--- config.mk ---
export PLATFORM = sky130hd
export DESIGN_NAME = decode_stage
export DESIGN_NICKNAME = d
export VERILOG_FILES = /design/src/rtl/decode_stage.sv
export SDC_FILE = /design/constraint.sdc
export NUM_CORES = 2
export LEC_CHECK = 0
export ABC_AREA = 1
export CAP_MARGIN = 20
export CORE_MARGIN = 3
export CORE_UTILIZATION = 50
export CTS_CLUSTER_DIAMETER = 50
export DETAILED_ROUTE_END_ITERATION = 8
export PLACE_DENSITY = 0.68
export SLEW_MARGIN = 20
export SYNTH_ARGS = -nofsm -noshare
export SYNTH_HDL_FRONTEND = slang
export SYNTH_SLANG_ARGS = --single-unit
--- constraint.sdc ---
create_clock -name i_clk -period 3.4 [get_ports i_clk]
set_input_delay 0.34 -clock i_clk [delete_from_list [all_inputs] [get_ports i_clk]]
set_output_delay 0.34 -clock i_clk [all_outputs]
set_load 0.05 [all_outputs]
--- src/rtl/decode_stage.sv ---
// MIPS ID stage: register file, main decode, branch/jump resolution in ID,
// load-use and branch-operand hazard detection, and the ID/EX pipeline register.
module decode_stage #(
    parameter int unsigned NB_BITS = 32,
    parameter int unsigned NB_REG  = 5
) (
    input  logic               i_clk,
    input  logic               i_rst,
    input  logic [NB_BITS-1:0] i_if_id_pc,
    input  logic [NB_BITS-1:0] i_if_id_instr,
    input  logic               i_wb_we,
    input  logic [NB_REG-1:0]  i_wb_addr,
    input  logic [NB_BITS-1:0] i_wb_data,
    input  logic               i_ex_mem_reg_we,
    input  logic [NB_REG-1:0]  i_ex_mem_wa,
    output logic               o_pc_we,
    output logic               o_if_id_we,
    output logic               o_ctr_flush,
    output logic               o_ctr_beq,
    output logic               o_ctr_jmp,
    output logic [NB_BITS-1:0] o_brq_addr,
    output logic [NB_BITS-1:0] o_jmp_addr,
    output logic [NB_BITS-1:0] o_id_ex_pc,
    output logic [NB_BITS-1:0] o_id_ex_rs_data,
    output logic [NB_BITS-1:0] o_id_ex_rt_data,
    output logic [NB_BITS-1:0] o_id_ex_imm,
    output logic [NB_REG-1:0]  o_id_ex_rs,
    output logic [NB_REG-1:0]  o_id_ex_rt,
    output logic [NB_REG-1:0]  o_id_ex_wa,
    output logic [5:0]         o_id_ex_funct,
    output logic [5:0]         o_id_ex_ctrl
);

    localparam int unsigned NREGS = 2 ** NB_REG;

    localparam logic [5:0] OP_R    = 6'h00;
    localparam logic [5:0] OP_J    = 6'h02;
    localparam logic [5:0] OP_BEQ  = 6'h04;
    localparam logic [5:0] OP_BNE  = 6'h05;
    localparam logic [5:0] OP_ADDI = 6'h08;
    localparam logic [5:0] OP_LW   = 6'h23;
    localparam logic [5:0] OP_SW   = 6'h2B;

    // ctrl bit positions: {reg_we, mem_rd, mem_wr, mem_to_reg, alu_src, is_rtype}
    localparam int unsigned C_REG_WE = 5;
    localparam int unsigned C_MEM_RD = 4;

    logic [NB_BITS-1:0] r_regs [NREGS];

    logic [5:0]         w_op;
    logic [NB_REG-1:0]  w_rs;
    logic [NB_REG-1:0]  w_rt;
    logic [NB_REG-1:0]  w_rd;
    logic [NB_BITS-1:0] w_rs_data;
    logic [NB_BITS-1:0] w_rt_data;
    logic [NB_BITS-1:0] w_imm;
    logic [5:0]         w_ctrl;
    logic [NB_REG-1:0]  w_wa;
    logic               w_uses_rt;
    logic               w_is_br;
    logic               w_is_j;
    logic               w_br_taken;
    logic               w_stall_lu;
    logic               w_stall_br;
    logic               w_stall;

    assign w_op  = i_if_id_instr[31:26];
    assign w_rs  = i_if_id_instr[25:21];
    assign w_rt  = i_if_id_instr[20:16];
    assign w_rd  = i_if_id_instr[15:11];
    assign w_imm = {{(NB_BITS-16){i_if_id_instr[15]}}, i_if_id_instr[15:0]};

    // Write-through lets a same-cycle WB feed the reader, which also resolves branch stalls.
    always_comb begin
        w_rs_data = r_regs[w_rs];
        w_rt_data = r_regs[w_rt];
        if (i_wb_we && (i_wb_addr != '0) && (i_wb_addr == w_rs)) w_rs_data = i_wb_data;
        if (i_wb_we && (i_wb_addr != '0) && (i_wb_addr == w_rt)) w_rt_data = i_wb_data;
        if (w_rs == '0) w_rs_data = '0;
        if (w_rt == '0) w_rt_data = '0;
    end

    always_ff @(posedge i_clk) begin
        if (i_rst) begin
            for (int i = 0; i < int'(NREGS); i++) r_regs[i] <= '0;
        end else if (i_wb_we && (i_wb_addr != '0)) begin
            r_regs[i_wb_addr] <= i_wb_data;
        end
    end

    always_comb begin
        w_ctrl    = 6'b000000;
        w_wa      = '0;
        w_uses_rt = 1'b0;
        w_is_br   = 1'b0;
        w_is_j    = 1'b0;
        case (w_op)
            OP_R: begin
                w_ctrl    = 6'b100001;
                w_wa      = w_rd;
                w_uses_rt = 1'b1;
            end
            OP_ADDI: begin
                w_ctrl = 6'b100010;
                w_wa   = w_rt;
            end
            OP_LW: begin
                w_ctrl = 6'b110110;
                w_wa   = w_rt;
            end
            OP_SW: begin
                w_ctrl    = 6'b001010;
                w_uses_rt = 1'b1;
            end
            OP_BEQ, OP_BNE: begin
                w_uses_rt = 1'b1;
                w_is_br   = 1'b1;
            end
            OP_J:    w_is_j = 1'b1;
            default: ;
        endcase
    end

    assign w_br_taken = (w_op == OP_BEQ) ? (w_rs_data == w_rt_data) : (w_rs_data != w_rt_data);

    assign w_stall_lu = o_id_ex_ctrl[C_MEM_RD] && (o_id_ex_wa != '0) &&
                        ((o_id_ex_wa == w_rs) || (w_uses_rt && (o_id_ex_wa == w_rt)));

    assign w_stall_br = w_is_br &&
        (((w_rs != '0) && ((o_id_ex_ctrl[C_REG_WE] && (o_id_ex_wa == w_rs)) ||
                           (i_ex_mem_reg_we && (i_ex_mem_wa == w_rs)))) ||
         ((w_rt != '0) && ((o_id_ex_ctrl[C_REG_WE] && (o_id_ex_wa == w_rt)) ||
                           (i_ex_mem_reg_we && (i_ex_mem_wa == w_rt)))));

    assign w_stall = w_stall_lu | w_stall_br;

    assign o_pc_we     = i_rst | ~w_stall;
    assign o_if_id_we  = i_rst | ~w_stall;
    assign o_ctr_beq   = ~i_rst & ~w_stall & w_is_br & w_br_taken;
    assign o_ctr_jmp   = ~i_rst & ~w_stall & w_is_j;
    assign o_ctr_flush = o_ctr_beq | o_ctr_jmp;
    assign o_brq_addr  = i_if_id_pc + (w_imm << 2);
    assign o_jmp_addr  = {i_if_id_pc[NB_BITS-1:NB_BITS-4], i_if_id_instr[25:0], 2'b00};

    always_ff @(posedge i_clk) begin
        if (i_rst) begin
            o_id_ex_pc      <= '0;
            o_id_ex_rs_data <= '0;
            o_id_ex_rt_data <= '0;
            o_id_ex_imm     <= '0;
            o_id_ex_rs      <= '0;
            o_id_ex_rt      <= '0;
            o_id_ex_wa      <= '0;
            o_id_ex_funct   <= '0;
            o_id_ex_ctrl    <= '0;
        end else begin
            o_id_ex_pc      <= i_if_id_pc;
            o_id_ex_rs_data <= w_rs_data;
            o_id_ex_rt_data <= w_rt_data;
            o_id_ex_imm     <= w_imm;
            o_id_ex_rs      <= w_rs;
            o_id_ex_rt      <= w_rt;
            o_id_ex_funct   <= i_if_id_instr[5:0];
            o_id_ex_wa      <= w_stall ? '0 : w_wa;
            o_id_ex_ctrl    <= w_stall ? 6'b000000 : w_ctrl;
        end
    end

endmodule

==> results.md <==
- Status: complete, but fails checks
- Violated checks: setup timing
- WHS: 16.1 ps
- Slew headroom: 0.459
- Worst R2R Setup Slack: -190 ps
- Critical Path RT: 3060 ps
- Area Growth Syn to Fin: 27.5%
- Fin. Hold Viols: 0
- H-Tree Depth: 4
- Post-synth EDFFs: 1024
- Final Cell Area: 0.0829 mm²
- Vias in the first global route: 59600
- Drt first pass iters: 7
- First-pass GRT wire length: 388000 µm
- Footprint of the multi-input gates: 0.0278 mm²
- Remaining Overflow, GRT: 0
- Post-layout net count: 9062
- FF+latch count, synth: 1156
- Crit path max fanout: 2
- Drt drc: 0
- Post-Syn Instances: 8311
- Share of layout cells above drive strength 1: 0.175
- Core region area: 0.128 mm²
- Setup crit end kind: output port
- WL final: 269000 µm
- Routed vias/inst: 5.96
- PnR worst setup slack: -213 ps
- Site row count: 131
- DRT iter0 DRCs: 9201
- CTS Sinks: 1156
- Total GRT Usage: 0.386
- WS Path Type: reg2out
- Net Sw Frac: 0.299
- Slew Limit Fails: 0
- Fillers: 10700
- Avg Cell Area, Syn: 7.82 µm²
- Die Width: 367 µm
- Initial core utilization: 0.507
- Worst slew pin tran: 812 ps
- CTS tree: done
- Crit path DAT: 3270 ps
- Die area: 0.134 mm²
- I/O pin cnt: 334
- CTS Buffer Depth: 3
- Area after DPL: 0.0753 mm²
- Fmax: 0.277 GHz
- VDD IR max: 547 µV
- Worst setup SP type: flop
- Die Ht: 367 µm
- Area contributors post-synth: edfxtp_1 47%, nand2_1 12%, nand3_1 8.5%
- Synth warn: 0
- Total Power: 40.7 mW
- Worst Skew: 46.0 ps
- Largest net degree at the start of global routing: 69
- Post-synth ARST share: 0
- Final setup violation count: 3
- CTS Root Cell: clkbuf_16
- Register share of total power: 0.407
- CTS Buf Count: 148
- Reg clk slew, reported paths: 60 ps
- Reported max-cap violation count: 0
- Clk_lat worst skew: 790 ps
- Post-synthesis cell area: 0.0650 mm²
- GPL Wtd Cong: 0.973
- Top-count cell post-synth: nand2_1
- Seq. cell area: 0.0334 mm²
- Main flop type after synthesis: edfxtp_1
- Placed wire-length estimate: 182000 µm
- Cell type with the largest total area after synthesis: edfxtp_1
- NetSw: 12.2 mW
- Detail Route Antenna Nets: 0
- RSZ-0062 raised after global routing: true
- Tightest Hold Check Type: in2reg
- Initial antenna violation count: 6
- Number of diodes: 0
- Final min period: 3610 ps
- Synth top cells by count: 2028 x nand2_1, 1459 x nor2_1, 1102 x nand3_1
- Internal Power: 28.5 mW
- DR WL/cell: 25.0 µm
- Tcrit/Tclk final: 1.06
- Gate power share: 0.205
- Via Count: 64100
- P_leak: 36.2 nW
- Distinct cells, synth: 50
- Port bufs: 331
- Seq/Total Area, Yosys: 0.514
- PwrDens: 491 mW/mm²
- Clock Power Share: 0.388
- Yosys top cell area share: 0.473
-- power groups by stage --
stage | combinational (mW) | clock [mW] | sequential, mW
5_1_grt | 8.74 | 16.4 | 16.6
2_1_floorplan | 3.63 | 0 | 17.2
6_report | 8.33 | 15.8 | 16.6
3_5_place_dp | 7.54 | 0 | 16.9
4_1_cts | 7.89 | 15.9 | 16.6
3_3_place_gp | 7.48 | 0 | 16.8
-- flip-flops by register name (all words and copies together) (netlist names) --
register,count
o_id_ex_ctrl,5
o_id_ex_imm,16
o_id_ex_rs_data,32
o_id_ex_rt_data,32
o_id_ex_pc,32
o_id_ex_rt,5
o_id_ex_wa,5
o_id_ex_rs,5
r_regs,1024
-- repair_timing --
item,4_1_cts,5_1_grt
hold buffers,2,3
hold endpoints to repair,19,3
pin swaps,83,151
gates resized for setup,293,256
cloned,1,1
setup buffers,51,10
endpoints found under the setup margin,15,19
-- stage by stage --
step                instances  setup slack (ps)  utilization  setup TNS [ps]
floorplan                8344              43.8            -               0
global placement        10400              -862        0.587           -4320
detailed placement      10400              -806        0.587           -3780
CTS                     10800              -208        0.637            -492
global route            10800              -323        0.646            -952
finish                  10800              -213        0.646            -610
-- critical path, stage by stage (launching register included) --
cell and delay [ps]:
edfxtp_1 390, or2_2 280, nand3_1 80, nand3_1 170, nand3_1 150, nand3_1 110
nand3_2 170, nand2_2 100, nand3_1 100, nand3_2 80, nor2_1 120, nand2_1 100
nor2_4 150, nand2_2 70, nand2_2 80, nand3_4 120, nand2_4 100, buf_12 130
-- final cells by class --
| class | count | share of cell area |
|---|---|---|
| well taps | 1729 | 0.0261 |
| flip-flops and latches | 1156 | 0.403 |
| repair buffers | 1150 | 0.142 |
| inverters | 771 | 0.0354 |
| clock buffers | 177 | 0.0483 |
| multi-input cells | 5695 | 0.335 |
| clock inverters | 89 | 0.0105 |
-- cell usage in the layout (no fill, tap or decap), drive strengths merged, types with 3 or more instances in the layout --
master,synthesis,routed
nand2,2030,2030
nor2,1461,1461
nand3,1103,1103
edfxtp,1024,1024
buf,408,854
inv,769,791
o211ai,312,312
o21ai,285,285
a21oi,281,281
clkdlybuf4s50,0,275
clkbuf,314,180
dfxtp,132,132
or2,56,56
clkinv,2,48
conb,1,34
ha,29,29
xor2,26,26
xnor2,19,19
nor3,15,15
bufinv,0,12
nand4,10,10
clkinvlp,0,9
dlygate4sd2,0,6
a22oi,5,5
dlygate4sd3,0,5
dlymetal6s2s,0,5
o21bai,5,5
a21boi,3,3
nor4,3,3
-- kinds of logic after synthesis --
group | count (synthesis) | share of synthesized area
DFF | 1156 | 0.514
and+or+nand+nor | 4679 | 0.295
other | 1 | 0.0000577
buffers and inverters | 1493 | 0.0959
adders and majority gates | 30 | 0.00589
AOI/OAI and AO/OA | 907 | 0.0832
xor gates and xnor gates | 45 | 0.00606
-- final timing paths --
kind	from	endpoint	cells past startpoint
worst min register to register	o_id_ex_ctrl[4]	o_id_ex_wa[3]	4
worst min-delay path	i_if_id_instr[3]	o_id_ex_imm[3]	4
worst max-delay path	r_regs[0][23]	o_ctr_flush	17
worst max register to register	r_regs[7][12]	o_id_ex_rt_data[12]	29
-- routing by layer --
layer	routed length [µm]	part of all wire	global-route usage	vias to the layer above
met5	43	0.00016	0	-
met4	12400	0.046	0.165	6
met3	39300	0.15	0.108	879
met2	117000	0.43	0.588	4780
met1	101000	0.37	0.517	30100
li1	-	-	-	28400
No activity file was read; power rests on OpenSTA's default activity.
